===== src/rtl/adpcm_encoder.sv =====
`default_nettype none
// ============================================================================
// Module   : adpcm_encoder
// Purpose  : IMA ADPCM encoder that quantises one sample per pass through a
//            seven-state FSM. Optional macro ADPCM_ENC_STATE_LOAD_EN adds
//            init_valid/init_pred/init_index to preload predictor and index.
// Revision : 1.0 - initial release
// ============================================================================
module adpcm_encoder (
  input  logic        clk,
  input  logic        rst_n,
  input  logic [15:0] sample_in,
  input  logic        sample_valid,
  output logic        sample_ready,
  output logic [3:0]  code,
  output logic        code_valid,
  input  logic        code_ready,
`ifdef ADPCM_ENC_STATE_LOAD_EN
  input  logic        init_valid,
  input  logic [15:0] init_pred,
  input  logic [6:0]  init_index,
`endif
  output logic [15:0] pred_out,
  output logic [6:0]  index_out
);

  localparam logic [2:0] S_IDLE = 3'd0;
  localparam logic [2:0] S_DIFF = 3'd1;
  localparam logic [2:0] S_BIT2 = 3'd2;
  localparam logic [2:0] S_BIT1 = 3'd3;
  localparam logic [2:0] S_BIT0 = 3'd4;
  localparam logic [2:0] S_UPD  = 3'd5;
  localparam logic [2:0] S_OUT  = 3'd6;

  localparam logic [6:0] MAX_INDEX = 7'd88;

  localparam logic [14:0] STEP_TBL [0:88] = '{
    15'd7,     15'd8,     15'd9,     15'd10,    15'd11,    15'd12,    15'd13,    15'd14,
    15'd16,    15'd17,    15'd19,    15'd21,    15'd23,    15'd25,    15'd28,    15'd31,
    15'd34,    15'd37,    15'd41,    15'd45,    15'd50,    15'd55,    15'd60,    15'd66,
    15'd73,    15'd80,    15'd88,    15'd97,    15'd107,   15'd118,   15'd130,   15'd143,
    15'd157,   15'd173,   15'd190,   15'd209,   15'd230,   15'd253,   15'd279,   15'd307,
    15'd337,   15'd371,   15'd408,   15'd449,   15'd494,   15'd544,   15'd598,   15'd658,
    15'd724,   15'd796,   15'd876,   15'd963,   15'd1060,  15'd1166,  15'd1282,  15'd1411,
    15'd1552,  15'd1707,  15'd1878,  15'd2066,  15'd2272,  15'd2499,  15'd2749,  15'd3024,
    15'd3327,  15'd3660,  15'd4026,  15'd4428,  15'd4871,  15'd5358,  15'd5894,  15'd6484,
    15'd7132,  15'd7845,  15'd8630,  15'd9493,  15'd10442, 15'd11487, 15'd12635, 15'd13899,
    15'd15289, 15'd16818, 15'd18500, 15'd20350, 15'd22385, 15'd24623, 15'd27086, 15'd29794,
    15'd32767
  };

  logic [2:0]  state_q, state_d;
  logic        sample_ready_q, sample_ready_d;
  logic        code_valid_q, code_valid_d;
  logic [15:0] sample_q;
  logic [15:0] pred_q;
  logic [6:0]  index_q;
  logic [3:0]  code_q;
  logic [16:0] mag_q;
  logic [14:0] step_q;

  logic        w_accept;
  logic [16:0] w_diff;
  logic [16:0] w_mag;
  logic [14:0] w_trial;
  logic [3:0]  w_mask;
  logic        w_ge;
  logic [18:0] w_diffq;
  logic [19:0] w_pred_ext;
  logic [19:0] w_sum;
  logic [15:0] w_pred_sat;
  logic [7:0]  w_adj;
  logic [7:0]  w_idx_sum;
  logic [6:0]  w_idx_clamp;

`ifdef ADPCM_ENC_STATE_LOAD_EN
  // A load request wins over a sample offered in the same cycle.
  assign sample_ready = sample_ready_q && !init_valid;
`else
  assign sample_ready = sample_ready_q;
`endif
  assign w_accept   = sample_valid && sample_ready;
  assign code       = code_q;
  assign code_valid = code_valid_q;
  assign pred_out   = pred_q;
  assign index_out  = index_q;

  // FSM: state register
  always_ff @(posedge clk or negedge rst_n) begin
    if (!rst_n) begin
      state_q        <= S_IDLE;
      sample_ready_q <= 1'b0;
      code_valid_q   <= 1'b0;
    end else begin
      state_q        <= state_d;
      sample_ready_q <= sample_ready_d;
      code_valid_q   <= code_valid_d;
    end
  end

  // FSM: next state
  always_comb begin
    state_d = state_q;
    case (state_q)
      S_IDLE:  if (w_accept) state_d = S_DIFF;
      S_DIFF:  state_d = S_BIT2;
      S_BIT2:  state_d = S_BIT1;
      S_BIT1:  state_d = S_BIT0;
      S_BIT0:  state_d = S_UPD;
      S_UPD:   state_d = S_OUT;
      S_OUT:   if (code_ready) state_d = S_IDLE;
      default: state_d = S_IDLE;
    endcase
  end

  // FSM: registered outputs follow the state being entered
  always_comb begin
    sample_ready_d = (state_d == S_IDLE);
    code_valid_d   = (state_d == S_OUT);
  end

  // Quantiser datapath
  always_comb begin
    w_diff  = {sample_q[15], sample_q} - {pred_q[15], pred_q};
    w_mag   = w_diff[16] ? (~w_diff + 17'd1) : w_diff;
    w_trial = step_q;
    w_mask  = 4'b0100;
    case (state_q)
      S_BIT1: begin w_trial = step_q >> 1; w_mask = 4'b0010; end
      S_BIT0: begin w_trial = step_q >> 2; w_mask = 4'b0001; end
      default: ;
    endcase
    w_ge = (mag_q >= {2'b00, w_trial});

    w_diffq = {4'b0000, step_q >> 3}
            + (code_q[2] ? {4'b0000, step_q}      : 19'd0)
            + (code_q[1] ? {4'b0000, step_q >> 1} : 19'd0)
            + (code_q[0] ? {4'b0000, step_q >> 2} : 19'd0);
    w_pred_ext = {{4{pred_q[15]}}, pred_q};
    w_sum      = code_q[3] ? (w_pred_ext - {1'b0, w_diffq})
                           : (w_pred_ext + {1'b0, w_diffq});
    // In range only when the top five bits are pure sign extension.
    if ((w_sum[19:15] == 5'b00000) || (w_sum[19:15] == 5'b11111))
      w_pred_sat = w_sum[15:0];
    else
      w_pred_sat = w_sum[19] ? 16'h8000 : 16'h7FFF;

    w_adj     = code_q[2] ? ({5'b00000, code_q[1:0], 1'b0} + 8'd2) : 8'hFF;
    w_idx_sum = {1'b0, index_q} + w_adj;
    if (w_idx_sum[7])
      w_idx_clamp = 7'd0;
    else if (w_idx_sum[6:0] > MAX_INDEX)
      w_idx_clamp = MAX_INDEX;
    else
      w_idx_clamp = w_idx_sum[6:0];
  end

  always_ff @(posedge clk or negedge rst_n) begin
    if (!rst_n) begin
      sample_q <= 16'd0;
      pred_q   <= 16'd0;
      index_q  <= 7'd0;
      code_q   <= 4'd0;
      mag_q    <= 17'd0;
      step_q   <= 15'd0;
    end else begin
      case (state_q)
        S_IDLE: begin
          if (w_accept) sample_q <= sample_in;
`ifdef ADPCM_ENC_STATE_LOAD_EN
          if (init_valid) begin
            pred_q  <= init_pred;
            index_q <= (init_index > MAX_INDEX) ? MAX_INDEX : init_index;
          end
`endif
        end
        S_DIFF: begin
          code_q <= {w_diff[16], 3'b000};
          mag_q  <= w_mag;
          step_q <= STEP_TBL[index_q];
        end
        S_BIT2, S_BIT1, S_BIT0: begin
          if (w_ge) begin
            code_q <= code_q | w_mask;
            mag_q  <= mag_q - {2'b00, w_trial};
          end
        end
        S_UPD: begin
          pred_q  <= w_pred_sat;
          index_q <= w_idx_clamp;
        end
        default: ;
      endcase
    end
  end

endmodule
`default_nettype wire


===== config.mk =====
export PLATFORM = sky130hd
export DESIGN_NAME = adpcm_encoder
export DESIGN_NICKNAME = d
export VERILOG_FILES = /design/src/rtl/adpcm_encoder.sv
export SDC_FILE = /design/constraint.sdc
export NUM_CORES = 1
export LEC_CHECK = 0
export CAP_MARGIN = 15
export CORE_AREA = 2 2 130 183
export CTS_BUF_LIST = sky130_fd_sc_hd__clkbuf_2 sky130_fd_sc_hd__clkbuf_4 sky130_fd_sc_hd__clkbuf_8
export CTS_CLUSTER_SIZE = 14
export DETAILED_ROUTE_END_ITERATION = 7
export DIE_AREA = 0 0 132 185
export HOLD_SLACK_MARGIN = 0.02
export PLACE_DENSITY_LB_ADDON = 0.3
export SYNTH_ARGS = -nofsm -noshare
export SYNTH_HDL_FRONTEND = slang
export SYNTH_SLANG_ARGS = --single-unit

===== constraint.sdc =====
create_clock -name clk -period 7.8 [get_ports clk]
set_input_delay 1.56 -clock clk [delete_from_list [all_inputs] [get_ports clk]]
set_output_delay 1.56 -clock clk [all_outputs]
set_load 0.02 [all_outputs]

== Word-level counts from Yosys, hierarchy flattened ==
Memories as Yosys holds them, arrays and structs flattened. A register that Yosys moved wholly into a read port is not among the register bits.
Index checks and enable logic that the tools add are counted.

* Register bits after elaboration: 65
* RAM bits: 0
* Output and inout port bits: 29
* Memories kept: 1
* Word-level logic and storage cells: 62
* Bits in latches: 0
* Memory bits (read-only): 1,920

* $mul: 0
* Shifts and indexed selects: 0
* Bitwise operators: 3
* Equality and inequality tests: 9
* Magnitude comparators: 2
* Div/mod/pow operators: 0
* Muxes and demuxes: 19
* Reductions and logical operators: 10
* $add $sub $neg: 10

{| class="wikitable"
|+ Memory list
! memory !! depth !! bits a word !! rd ports !! clocked after memory_dff !! wr ports !! RTL line !! source
|-
| (name not given) || 128 || 15 || 1 || 1 || 0 || 180 || <nowiki>step_q <= STEP_TBL[index_q];</nowiki>
|}

{| class="wikitable"
|+ Operator list
! kind !! count
|-
| $mux 17 || 2
|-
| $pmux 17 s2 || 1
|-
| $mux 16 || 2
|-
| $pmux 15 s2 || 1
|-
| $pmux 3 s7 || 1
|-
| $add 16x19->20 || 1
|-
| $mux 20 || 1
|-
| $sub 16x19->20 || 1
|-
| $add 17x13->18 || 1
|-
| $add 16x14->17 || 1
|-
| $add 17x1->17 const B || 1
|-
| $ge 17x15->1 || 1
|-
| $not 17->17 || 1
|-
| $sub 16x16->17 || 1
|-
| $sub 17x15->17 || 1
|-
| $add 12x15->16 || 1
|-
| $mux 15 || 1
|-
| $mux 14 || 1
|-
| $mux 7 || 2
|-
| $mux 13 || 1
|-
| $eq 3x3->1 const B || 4
|-
| $add 7x8->8 || 1
|-
| $mux 8 || 1
|-
| $not 7->8 || 1
|-
| other kinds (19) || 23
|}

== Logic depth before layout (Yosys ltp) ==
* Depth after elaboration: 9
* Mapped depth: 29

== Least setup slack after synthesis ==
No wires, ideal clock.

* Kind: flip-flop to flip-flop
* Start point: reg code_q[2] (netlist: code[2])
* End point: reg pred_q[10] (netlist: pred_out[10])
* Period minus slack after synthesis: 6.548 ns
* Library setup time: 0.094 ns
* Arrival: 6.454 ns
* Slack: 1.252 ns
* Cell stages (with the launch flop): 25
* Required time: 7.706 ns
* Cells stage by stage: dfrtp_1 -> clkbuf_1 -> buf_1 -> nand2_1 -> fa_1 -> fa_1 -> inv_1 -> ha_1 -> a211oi_4 -> nor4_1 -> or4_1 -> a21oi_2 -> xor2_2 -> and3_4 -> a31oi_1 -> a21oi_1 -> mux2i_1 -> ha_1 -> or4_1 -> o221a_2 -> xnor2_1 -> xnor2_4 -> nand2_4 -> buf_6 -> a221oi_2

* Cells in the longest elaborated chain, start to end: 9

{| class="wikitable"
|+ Ends and longest elaborated chain
! element !! RTL line !! source
|-
| start: declaration || 58 || <nowiki>logic [3:0] code_q;</nowiki>
|-
| start signal: assignment || 178 || <nowiki>code_q <= {w_diff[16], 3'b000};</nowiki>
|-
| start signal: assignment || 184 || <nowiki>code_q <= code_q | w_mask;</nowiki>
|-
| $mux 15 (*) || 136 || <nowiki>+ (code_q[2] ? {4'b0000, step_q} : 19'd0)</nowiki>
|-
| $add 12x15->16 (*) || 136 ||
|-
| $add 16x14->17 (*) || 137 || <nowiki>+ (code_q[1] ? {4'b0000, step_q >> 1} : 19'd0)</nowiki>
|-
| $add 17x13->18 (*) || 138 || <nowiki>+ (code_q[0] ? {4'b0000, step_q >> 2} : 19'd0);</nowiki>
|-
| $add 16x19->20 / $sub 16x19->20 (equally long branches) || 141, 140 ||
|-
| $mux 20 (*) || 140 || <nowiki>w_sum = code_q[3] ? (w_pred_ext - {1'b0, w_diffq})</nowiki>
|-
| $eq 5x5->1 / $logic_not 5->1 (equally long branches) || 143 || <nowiki>if ((w_sum[19:15] == 5'b00000) || (w_sum[19:15] == 5'b11111))</nowiki>
|-
| $logic_or 1x1->1 || 143 ||
|-
| $mux 16 (*) || 143 ||
|-
| end signal: assignment || 189 || <nowiki>pred_q <= w_pred_sat;</nowiki>
|-
| end: declaration || 56 || <nowiki>logic [15:0] pred_q;</nowiki>
|}

Every way passes the cells marked *; elsewhere a longest branch is shown, timed or not.
A chain may end at the register's enable or synchronous reset.

== Worst setup path after layout ==
* Start point: reg code_q[2] (netlist: code[2])
* End point: reg pred_q[2] (netlist: pred_out[2])

The elaborated chain is that of the path after synthesis.

==> flow_metrics.tcl <==
set metrics [dict create \
    startpoint "code[2]$_DFFE_PN0P_" \
    r2r-start "code[2]$_DFFE_PN0P_" \
    grtUsageTotal_pct 23.1 \
    synth.yosys.warnings 0 \
    drc 0 \
    cts.htree.levels 3 \
    cap_violations 0 \
    holdBufCountCts 0 \
    grt_pass1_wl_um 45600 \
    slew_headroom_pct 36.9 \
    synthMuxAreaShare_pct 3.04 \
    synth_fp_nets 1433 \
    synth_area_per_cell_sq_um 7.84 \
    fin_skew_ps 17.0 \
    max_clock_freq_mhz 144 \
    clk_pin_slew_worst_paths_ps 100 \
    synth_edf_count 0 \
    ctsResizeCount 0 \
    ioPinCount 49 \
    cp.buffers_inverters 3 \
    finalHoldViolCount 0 \
    postRouteAntennaNets 0 \
    syn_to_final_growth_pct 8.81 \
    diodes 0 \
    synth_compound_area_share_pct 27.9 \
    synth_cells 1286 \
    setup-violations-final 0 \
    numClockSinks 80 \
    fp.coreArea_sq_um 22900 \
    synth_cell_types 79 \
    synthXorXnorAreaFrac_pct 7.30 \
    min_path_type "reg2reg" \
    worst_pin_slew_ps 946 \
    cp-end-kind "register" \
    period_share_pct 89.3 \
    rsz0062_at_grt "no" \
    syn_area_sq_um 10100 \
    place_congestion 0.918 \
    synth-simple-area-share_pct 17.6 \
    start_util_pct 44.1 \
    yosys.area_share.adder_pct 17.9 \
    slew_viol_final 0 \
    cts_tree "built" \
    cp_slowest_cell "dfrtp_1" \
    r2r-end "pred_out[2]$_DFFE_PN0P_" \
    drive_above_1_share_pct 6.48 \
    dp_hpwl_um 21700 \
    layout.cells.most_common "nand2_1" \
    synthFlopType "dfrtp_1" \
    clk-insertion-delay-late_ps 410 \
    crit_required_ps 8110 \
    port_buffers 48 \
    synth_async_sr_flop_share_pct 100 \
    row_count 66 \
    cts_buffers 9 \
    path_depth 26 \
    arrival_ps 7280 \
    worstSetupPathType "reg2reg" \
    r2r_cells 26 \
    r2r_setup_slack_ps 830 \
    grt_max_degree 78 \
    mostFrequentLayoutCells "nand2_1, o21ai_0, inv_1, ha_1, a21oi_1" \
    die_area_sq_um 24400 \
    tns_ps 0 \
    yosysSeqAreaShare_pct 19.9 \
    dr_total_vias 9338 \
    synth_top_family_by_area "compound AO/OA/AOI/OAI gates" \
    cts_setup_buffers 0 \
    die_x_um 132 \
    viasPerCell 5.83 \
    finalCriticalPeriod_ps 6970 \
    placed_cell_area_sq_um 10800 \
    cts_buffer_depth 2 \
    wl_um 27900 \
    design_area_sq_um 11000 \
    startpoint_type "register" \
    crit_fanout 20 \
    nets 1438 \
    antenna_found_initial 0 \
    status "completed" \
    cp_top_family "adder cells" \
    drtIter0Drc 479 \
    cpPeakStageDelay_ps 730 \
    grt_pass1_vias 9052 \
    cts.root.buffer_cell "clkbuf_8" \
    dr.pass1.iters 5 \
    overflow 0 \
    endpoint "pred_out[2]$_DFFE_PN0P_" \
    synth-seq-cells 80 \
    wl_per_cell_um 17.4 \
    die_h_um 185 \
]
## layer usage
metal	vias up	part of all wire (%)	GRT usage [%]
met1	4413	41	26.4
met5	-	0	0
met3	68	3.6	2.38
met2	235	50	41.6
li1	4622	-	-
met4	0	5.2	14.0
## per-stage QoR
step	utilization [%]	setup WS [ps]	cells	hold slack [ps]
6_report	48.0	832	1602	509
5_1_grt	48.0	194	1602	542
4_1_cts	48.0	853	1602	516
3_5_place_dp	47.1	865	1586	494
3_3_place_gp	47.1	1010	1586	484
2_1_floorplan	-	1250	1286	471
## layout make-up
class                           instances  area (sq um)
Clock buffer                            9           124
Multi-Input combinational cell       1038          7450
Inverter                              103           387
Clock inverter                          7          62.6
Timing Repair Buffer                   59           561
Fill cell                            2318         11900
Sequential cell                        80          2000
Tap cell                              306           383
## how the worst min path moves through the flow
| stage | from | to | slack [ps] | depth (start not counted) |
|---|---|---|---|---|
| 2_1_floorplan | mag_q[9]$_DFFE_PN0P_ | mag_q[9]$_DFFE_PN0P_ | 470 | 1 |
| 3_3_place_gp | mag_q[9]$_DFFE_PN0P_ | mag_q[9]$_DFFE_PN0P_ | 480 | 1 |
| 3_5_place_dp | mag_q[9]$_DFFE_PN0P_ | mag_q[9]$_DFFE_PN0P_ | 490 | 1 |
| 4_1_cts | mag_q[9]$_DFFE_PN0P_ | mag_q[9]$_DFFE_PN0P_ | 520 | 1 |
| 5_1_grt | sample_q[10]$_DFFE_PN0P_ | sample_q[10]$_DFFE_PN0P_ | 540 | 1 |
| 6_report | mag_q[9]$_DFFE_PN0P_ | mag_q[9]$_DFFE_PN0P_ | 510 | 1 |
## registers in the layout (all words and copies together) (netlist names)
signal and cells:
mag_q 17, sample_q 16, state_q 3, code_valid 1
sample_ready 1, index_out 7, pred_out 16, step_q 15
code 4
## logic make-up (layout without fill, tap and decap cells)
logic type / count (synthesis) / after routing
compound gates: 418 / 418
simple gates: 385 / 385
buf+inv: 168 / 178
fa+ha+maj: 127 / 127
xor+xnor: 81 / 81
flops: 80 / 80
mux: 27 / 27
## cell usage after synthesis (all sizes together) (21+ instances only)
cell type	n	share of area [%]
nand2	156	5.9
o21ai	112	5.6
inv	100	3.7
ha	98	12
a21oi	93	4.7
nor2	91	3.4
dfrtp	80	20
clkbuf	54	2.0
xnor2	49	4.4
xor2	32	2.9
nand3	30	1.5
fa	29	5.8
a21o	28	2.1
a31oi	21	1.3
nor3	21	1.1
Power is left out: the tool's default activity adds up to more than one toggle a clock period on the data nets, which glitch-free logic cannot reach.
